File: src/rtl/pc_sequencer.sv
// Fetch/decode/execute control FSM for the 8-bit CPU. Sequences the external
// pcCounter, loads IR from instruction memory and hands execute ops to the datapath.
module pc_sequencer #(
  parameter int ADDR_W = 8,
  parameter int DATA_W = 8,
  parameter int CNT_W  = 16
) (
  input  logic              clk,
  input  logic              rst_n,
  input  logic              start,
  input  logic [ADDR_W-1:0] PC,
  output logic              mem_rd,
  input  logic              mem_ready,
  input  logic [DATA_W-1:0] mem_rdata,
  input  logic              zero_flag,
  output logic              exec_start,
  input  logic              exec_done,
  output logic              PC_en,
  output logic              PC_inc,
  output logic [ADDR_W-1:0] PC_load,
  output logic [DATA_W-1:0] ir,
  output logic              busy,
  output logic              halted,
  output logic [CNT_W-1:0]  instr_cnt
);

  typedef enum logic [2:0] {
    S_IDLE,
    S_FETCH,
    S_DECODE,
    S_OPERAND,
    S_EXEC,
    S_HALT
  } state_t;

  localparam logic [3:0] OP_NOP = 4'h0;
  localparam logic [3:0] OP_JMP = 4'h1;
  localparam logic [3:0] OP_JZ  = 4'h2;
  localparam logic [3:0] OP_HLT = 4'hF;

  state_t     state, state_nxt;
  logic       ir_load;
  logic       cnt_inc;
  logic       taken;
  logic [3:0] opcode;

  // PC is only consumed by instruction memory outside this block.
  logic unused_pc;
  assign unused_pc = ^PC;

  assign opcode = ir[DATA_W-1 -: 4];
  assign busy   = (state != S_IDLE) && (state != S_HALT);
  assign halted = (state == S_HALT);

  always_ff @(posedge clk or negedge rst_n) begin
    if (!rst_n) begin
      state     <= S_IDLE;
      ir        <= '0;
      instr_cnt <= '0;
    end else begin
      state <= state_nxt;
      if (ir_load) ir <= mem_rdata;
      if (cnt_inc) instr_cnt <= instr_cnt + 1'b1;
    end
  end

  always_comb begin
    state_nxt  = state;
    mem_rd     = 1'b0;
    exec_start = 1'b0;
    PC_en      = 1'b0;
    PC_inc     = 1'b0;
    PC_load    = '0;
    ir_load    = 1'b0;
    cnt_inc    = 1'b0;
    taken      = 1'b0;
    case (state)
      S_IDLE: begin
        if (start) state_nxt = S_FETCH;
      end
      S_FETCH: begin
        mem_rd = 1'b1;
        if (mem_ready) begin
          ir_load   = 1'b1;
          PC_en     = 1'b1;
          PC_inc    = 1'b1;
          state_nxt = S_DECODE;
        end
      end
      S_DECODE: begin
        case (opcode)
          OP_NOP: begin
            cnt_inc   = 1'b1;
            state_nxt = S_FETCH;
          end
          OP_HLT: begin
            cnt_inc   = 1'b1;
            state_nxt = S_HALT;
          end
          OP_JMP, OP_JZ: state_nxt = S_OPERAND;
          default: begin
            exec_start = 1'b1;
            state_nxt  = S_EXEC;
          end
        endcase
      end
      S_OPERAND: begin
        mem_rd = 1'b1;
        if (mem_ready) begin
          taken   = (opcode == OP_JMP) || ((opcode == OP_JZ) && zero_flag);
          PC_en   = 1'b1;
          cnt_inc = 1'b1;
          // Not-taken branches still advance PC past the operand byte.
          if (taken) PC_load = ADDR_W'(mem_rdata);
          else       PC_inc  = 1'b1;
          state_nxt = S_FETCH;
        end
      end
      S_EXEC: begin
        if (exec_done) begin
          cnt_inc   = 1'b1;
          state_nxt = S_FETCH;
        end
      end
      S_HALT: state_nxt = S_HALT;
      default: state_nxt = S_IDLE;
    endcase
  end

endmodule
File: config.mk
export PLATFORM = sky130hd
export DESIGN_NAME = pc_sequencer
export DESIGN_NICKNAME = d
export VERILOG_FILES = /design/src/rtl/pc_sequencer.sv
export SDC_FILE = /design/constraint.sdc
export NUM_CORES = 1
export LEC_CHECK = 0
export ABC_AREA = 1
export ABC_CLOCK_PERIOD_IN_PS = 3100
export BUFFER_PORTS_ARGS = -buffer_cell sky130_fd_sc_hd__buf_2
export CAP_MARGIN = 10
export CELL_PAD_IN_SITES_DETAIL_PLACEMENT = 1
export CELL_PAD_IN_SITES_GLOBAL_PLACEMENT = 2
export CORE_MARGIN = 10
export CORE_UTILIZATION = 28
export DETAILED_ROUTE_END_ITERATION = 12
export PLACE_DENSITY_LB_ADDON = 0.08
export SLEW_MARGIN = 20
export SYNTH_ARGS = -nofsm -noshare
export SYNTH_HDL_FRONTEND = slang
export SYNTH_SLANG_ARGS = --single-unit
File: constraint.sdc
create_clock -name clk -period 3.1 [get_ports clk]
set_clock_uncertainty 0.1 [all_clocks]
set_input_delay 0.465 -clock clk [delete_from_list [all_inputs] [get_ports clk]]
set_output_delay 0.465 -clock clk [all_outputs]
set_load 0.02 [all_outputs]
==> results of run 1 <==
## final cells by class
cell class / instances / area, um^2
fill: 787 / 3830
multi-input combinational: 170 / 796
sequential: 27 / 676
timing repair buffer: 51 / 255
inverter: 41 / 154
tap: 75 / 93.8
clock buffer: 3 / 41.3
clock inverter: 1 / 5.00
## cells by family (layout without fill, tap and decap cells)
logic type,count (synthesis),in the layout,share of synthesized area [%]
buf+inv,45,96,11.8
compound gates,15,15,4.95
fa+ha+maj,1,1,0.750
simple gates,152,152,41.0
xor+xnor,2,2,1.05
flops,27,27,40.5
## synth_stat cells (all sizes together)
| library cell | count |
|---|---|
| a21oi | 2 |
| nand2 | 95 |
| nand3 | 20 |
| o21ai | 13 |
| ha | 1 |
| buf | 4 |
| nor3 | 9 |
| dfrtp | 27 |
| nor4 | 1 |
| inv | 41 |
| nand4 | 5 |
| nor2 | 20 |
| nand3b | 2 |
| xor2 | 2 |
## metrics by stage
| stage | instances | area (um^2) | hold slack, ns | worst slack [ns] | utilization, % |
|---|---|---|---|---|---|
| final | 368 | 2020 | 0.0961 | 0.746 | 34.5 |
| after global placement | 364 | 1970 | 0.362 | 0.989 | 33.7 |
| after floorplan | 242 | 1670 | 0.0694 | 1.05 | - |
| after global routing | 368 | 2020 | 0.163 | 0.503 | 34.5 |
| after CTS | 368 | 2020 | 0.132 | 0.700 | 34.5 |
| after detailed placement | 364 | 1970 | 0.378 | 1.05 | 33.7 |
## worst max-delay path by stage
stage / cells past startpoint / slack [ns] / from / end
4_1_cts: 6 / 0.70 / ir[7] / PC_load[7]
6_report: 6 / 0.75 / ir[7] / PC_load[7]
3_5_place_dp: 5 / 1.05 / zero_flag / PC_inc
5_1_grt: 6 / 0.50 / ir[7] / PC_load[3]
3_3_place_gp: 5 / 0.99 / zero_flag / PC_inc
2_1_floorplan: 5 / 1.05 / ir[7] / PC_load[0]
## sequential cells by signal, summed over array words and instances, names as in the netlist
register / flops
instr_cnt: 16
ir: 8
state: 3
## metal layers
layer	up-vias	share of wire (%)
met5	-	0
met4	0	1.6
met3	6	6.1
met2	38	46
met1	775	46
li1	847	-
## power by group
group          switching [mW]  total [mW]  internal, mW
Sequential              0.108       0.550         0.441
Clock                   0.131       0.221        0.0907
Combinational           0.503       0.722         0.218
Total                   0.742        1.49         0.751
==> flow_metrics.py, run 1 <==
metrics = {
    "critical_path": {
        "path_max_fanout": 9,
        "r2r-start": "state[2]",
        "register_to_register_path_setup_slack_ns": 1.29,
        "crit_path_start_kind": "register",
        "critical-path-slowest-cell": "sky130_fd_sc_hd__dfrtp_1",
        "required_ns": 2.53,
        "critPathTopFamily": "simple AND/OR/NAND/NOR gates",
        "r2r_path_end": "instr_cnt[9]",
        "cells_along_the_critical_path": "nor2_1 > nand2_1 > nor2_1 > o21ai_1 > nor3_1 > buf_2",
        "crit_end_element": "output pin",
        "crit_arrival_ns": 1.79,
        "worst_path_most_repeated_cell": "sky130_fd_sc_hd__nor2_1",
        "worst-r2r-cell-count": 8,
        "timing.critical_path.buf_inv": 1,
        "crit_type": "reg2out",
        "critPathMaxStageDelay_ns": 0.42,
    },
    "yosys": {
        "post-synth-top-area-cell": "sky130_fd_sc_hd__dfrtp_1",
        "postSynthCellCount": 242,
        "avgSynthCellArea_um2": 6.89,
        "synthesis.yosys.warnings": 0,
        "synth.yosys.seq_area_share_pct": 40.5,
        "synth.cell_area_um2": 1670,
        "yosys_register_bits": 27,
        "ys_top_cells_by_area": "sky130_fd_sc_hd__dfrtp_1 41%, sky130_fd_sc_hd__nand2_1 20%, sky130_fd_sc_hd__inv_1 8.6%",
        "synth_cell_type_count": 24,
        "mappedNetlistNets": 265,
        "synth_top_cell_area_share_pct": 40.5,
    },
    "timing": {
        "max_clock_freq_ghz": 0.425,
        "hold_violations": 0,
        "final.min_clock_period_ns": 2.35,
        "transition_time_at_the_pin_with_the_least_slew_margin_ns": 0.657,
        "timing.setup.tns_ns": 0,
        "relSlewSlack_pct": 55.9,
        "unrepaired_setup_endpoints_after_global_routing": "false",
        "timing.final.setup_violations": 0,
        "slew_viol_final": 0,
        "fin_crit_sh_pct": 75.9,
    },
    "floorplan": {
        "start_util_pct": 28.5,
        "boundaryPins": 60,
        "chipWidth_um": 97.2,
        "core-area_um2": 5850,
        "dieHeight_um": 97.2,
        "fp-row-count": 28,
        "die_area_um2": 9440,
    },
    "clock_network": {
        "tritoncts.num_buffers": 3,
        "clock_tree_from_tritoncts": "done",
        "clk_pin_slew_worst_paths_ns": 0.11,
        "cts_htree_levels": 1,
        "clk_path_buf_depth": 2,
        "worstSkewPairLatency_ns": 0.28,
        "clock-root-buffer": "sky130_fd_sc_hd__clkbuf_8",
        "cts.hold.buffers_added": 0,
        "postCtsResizedCells": 0,
        "clock-sinks": 27,
        "post_cts_setup_inserts": 0,
    },
    "routing": {
        "dr.pass1.iters": 4,
        "vias_per_cell": 4.53,
        "remaining_drc_errors": 0,
        "initialDrtViolationCount": 50,
        "wirelength_um": 4880,
        "antenna_violating_nets_post_route": 0,
        "routed_wire_length_per_instance_um": 13.3,
        "via_count": 1666,
    },
    "cells_and_area": {
        "highest_count_cells_in_the_layout_ignoring_fill_and_taps": "89 x sky130_fd_sc_hd__nand2_1, 51 x sky130_fd_sc_hd__buf_2, 38 x sky130_fd_sc_hd__inv_1, 27 x sky130_fd_sc_hd__dfrtp_1, 20 x sky130_fd_sc_hd__nand3_1",
        "layout.nets": 317,
        "insertedDiodeCount": 0,
        "mostFrequentLayoutCell": "sky130_fd_sc_hd__nand2_1",
        "area_growth_from_synthesis_to_layout_pct": 21.2,
        "drive_above_1_share_pct": 23.5,
    },
    "hold_path": {
        "timing.hold.worst.class": "in2async",
    },
    "grt": {
        "global_route_wire_length_before_repair_um": 8570,
        "global_route.usage.met2_pct": 17.5,
        "grt_busiest_layer": "met2",
        "grt_pass1_vias": 1812,
        "largest_net_degree_at_the_start_of_global_routing": 28,
        "grt_overflow": 0,
        "use_met3_pct": 3.34,
        "initial_antenna_violation_count": 0,
        "use_met1_pct": 12.4,
        "grt.total_usage_pct": 10.5,
    },
    "run": {
        "drv_cap": 0,
    },
    "place": {
        "portBuffers": 51,
        "dp_hpwl_um": 3800,
        "place.gp.congestion": 0.711,
    },
    "pwr": {
        "post-layout-total-power_mw": 1.49,
        "power.density_nw_per_um2": 739,
        "power.leakage_nw": 1.12,
        "worst_ir_drop_vdd_mv": 0.286,
    },
    "run_status": {
        "status": "complete, no violations",
    },
}
(Power assumes the default switching activity.)
==> inputs of run 2 (changes only) <==
- ABC_CLOCK_PERIOD_IN_PS: 3100 -> 2400
- CORE_UTILIZATION: 28 -> 26
- clock period: 3.1 -> 2.4 ns (I/O delays scaled with it)
==> run 2 against run 1 <==
Setup slack got worse by 0.45 ns. Clock-buffer cell count grew 1. Routed wire length decreased by 2.0%. Power is 28% higher. Combinational power grew 30%. Critical path depth stayed put. Cell count rose by 0.54%. Design area rose by 0.37%. Via count shrank 1.7%.
==> flow_metrics.py, run 2 (same netlist as run 1, synthesis figures left out) <==
metrics = {
    "timing": {
        "slew_viol_final": 0,
        "final.min_clock_period_ns": 2.10,
        "unrepaired_setup_endpoints_after_global_routing": "false",
        "timing.final.setup_violations": 0,
        "transition_time_at_the_pin_with_the_least_slew_margin_ns": 0.665,
        "timing.setup.tns_ns": 0,
        "max_clock_freq_ghz": 0.475,
        "fin_worst_hold_slack_ns": 0.00629,
        "relSlewSlack_pct": 55.7,
        "fin_crit_sh_pct": 87.6,
        "hold_violations": 0,
    },
    "place": {
        "place.gp.congestion": 0.702,
        "placed_instances": 366,
        "dp_hpwl_um": 3760,
        "place_area_um2": 1980,
        "portBuffers": 51,
    },
    "floorplan": {
        "die_area_um2": 10000,
        "core-area_um2": 6280,
        "boundaryPins": 60,
        "dieHeight_um": 100,
        "chipWidth_um": 100,
        "fp-row-count": 29,
        "start_util_pct": 26.6,
    },
    "pwr": {
        "power.density_nw_per_um2": 943,
        "worst_ir_drop_vdd_mv": 0.492,
        "power.leakage_nw": 1.12,
    },
    "cells_and_area": {
        "top_register": "instr_cnt",
        "layout.core_utilization_pct": 32.3,
        "top_regs": "instr_cnt (16), ir (8), state (3)",
        "area_growth_from_synthesis_to_layout_pct": 21.6,
        "finish.cell_count_without_fillers": 370,
        "final_area_um2": 2030,
        "drive_above_1_share_pct": 23.9,
        "mostFrequentLayoutCell": "sky130_fd_sc_hd__nand2_1",
        "insertedDiodeCount": 0,
        "largest_register_ffs": 16,
        "fillCellCount": 833,
        "layout.nets": 317,
        "highest_count_cells_in_the_layout_ignoring_fill_and_taps": "89 x sky130_fd_sc_hd__nand2_1, 51 x sky130_fd_sc_hd__buf_2, 38 x sky130_fd_sc_hd__inv_1, 27 x sky130_fd_sc_hd__dfrtp_1, 20 x sky130_fd_sc_hd__nand3_1",
    },
    "routing": {
        "initialDrtViolationCount": 25,
        "antenna_violating_nets_post_route": 0,
        "vias_per_cell": 4.42,
        "remaining_drc_errors": 0,
        "dr.pass1.iters": 4,
        "routed_wire_length_per_instance_um": 12.9,
        "wirelength_um": 4790,
        "via_count": 1637,
    },
    "grt": {
        "global_route_wire_length_before_repair_um": 8420,
        "grt.total_usage_pct": 9.98,
        "grt_pass1_vias": 1808,
        "largest_net_degree_at_the_start_of_global_routing": 28,
        "grt_overflow": 0,
        "initial_antenna_violation_count": 0,
    },
    "critical_path": {
        "register_to_register_path_setup_slack_ns": 0.61,
        "crit_type": "reg2out",
        "crit_end_element": "output pin",
        "required_ns": 1.94,
        "crit_arrival_ns": 1.64,
        "path_max_fanout": 9,
        "crit_path_start_kind": "register",
    },
    "run_status": {
        "status": "complete, no violations",
    },
    "clock_network": {
        "clk_pin_slew_worst_paths_ns": 0.10,
        "clock_tree_from_tritoncts": "done",
        "worstSkewPairLatency_ns": 0.27,
        "clock-sinks": 27,
        "clock-root-buffer": "sky130_fd_sc_hd__clkbuf_8",
        "clk_path_buf_depth": 2,
        "cts.hold.buffers_added": 0,
        "cts_htree_levels": 1,
        "tritoncts.num_buffers": 3,
    },
    "run": {
        "drv_cap": 0,
    },
    "hold_path": {
        "timing.hold.worst.class": "in2async",
    },
}
==> run 2: cell types whose count changed in the layout (fill, tap and decap cells not counted), sizes merged <==
cell,delta
clkinv,-1
clkbuf,+1
==> run 2: timing repair <==
item | 4_1_cts | 5_1_grt
setup endpoints to repair | 0 | 9
setup buffers | 0 | 0
resized for setup | 0 | 2
==> run 2: final cells by class <==
type | instances | area [um^2] | share of cell area, %
clock buffer | 4 | 45.0 | 2.22
inverter | 41 | 154 | 7.59
multi-input combinational | 170 | 802 | 39.5
sequential | 27 | 676 | 33.3
tap | 77 | 96.3 | 4.75
timing repair buffer | 51 | 255 | 12.6
==> run 2: worst max-delay path: stages, from the launching register on <==
cell and delay, ns:
sky130_fd_sc_hd__dfrtp_1 0.42, sky130_fd_sc_hd__nor2_1 0.16, sky130_fd_sc_hd__nand2_1 0.12, sky130_fd_sc_hd__nor2_2 0.14
sky130_fd_sc_hd__o21ai_2 0.15, sky130_fd_sc_hd__nor3_1 0.18, sky130_fd_sc_hd__buf_2 0.20
==> run 2: where the power goes <==
part / total (mW) / leakage [nW] / switching (mW) / internal [mW]
combinational: 0.938 / 0.743 / 0.651 / 0.286
sequential: 0.708 / 0.357 / 0.138 / 0.570
clock: 0.266 / 0.0228 / 0.147 / 0.119
==> run 2: worst paths after layout <==
kind,start,to,depth (start not counted)
hold / removal,rst_n,instr_cnt[4],1
setup reg to reg,state[0],instr_cnt[13],7
hold reg to reg,ir[2],ir[2],2
setup / recovery,ir[7],PC_load[1],6
min in group clk,mem_rdata[2],ir[2],3
max in group asynchronous,rst_n,instr_cnt[9],1
==> run 2: routing by layer <==
layer  vias to the layer above  part of all wire [%]  track usage, %
li1                        848                     -               -
met1                       746                    47            12.4
met2                        38                    44            15.7
met3                         5                   7.5            3.43
met4                         0                   1.6            3.26
met5                         -                     0               0
==> run 2: through the flow <==
stage | power [mW] | worst slack, ns
6_report | 1.91 | 0.297
5_1_grt | 2.12 | 0.0617
4_1_cts | 1.96 | 0.0893
3_5_place_dp | 1.68 | 0.416
3_3_place_gp | 1.67 | 0.490
2_1_floorplan | 1.41 | 0.458
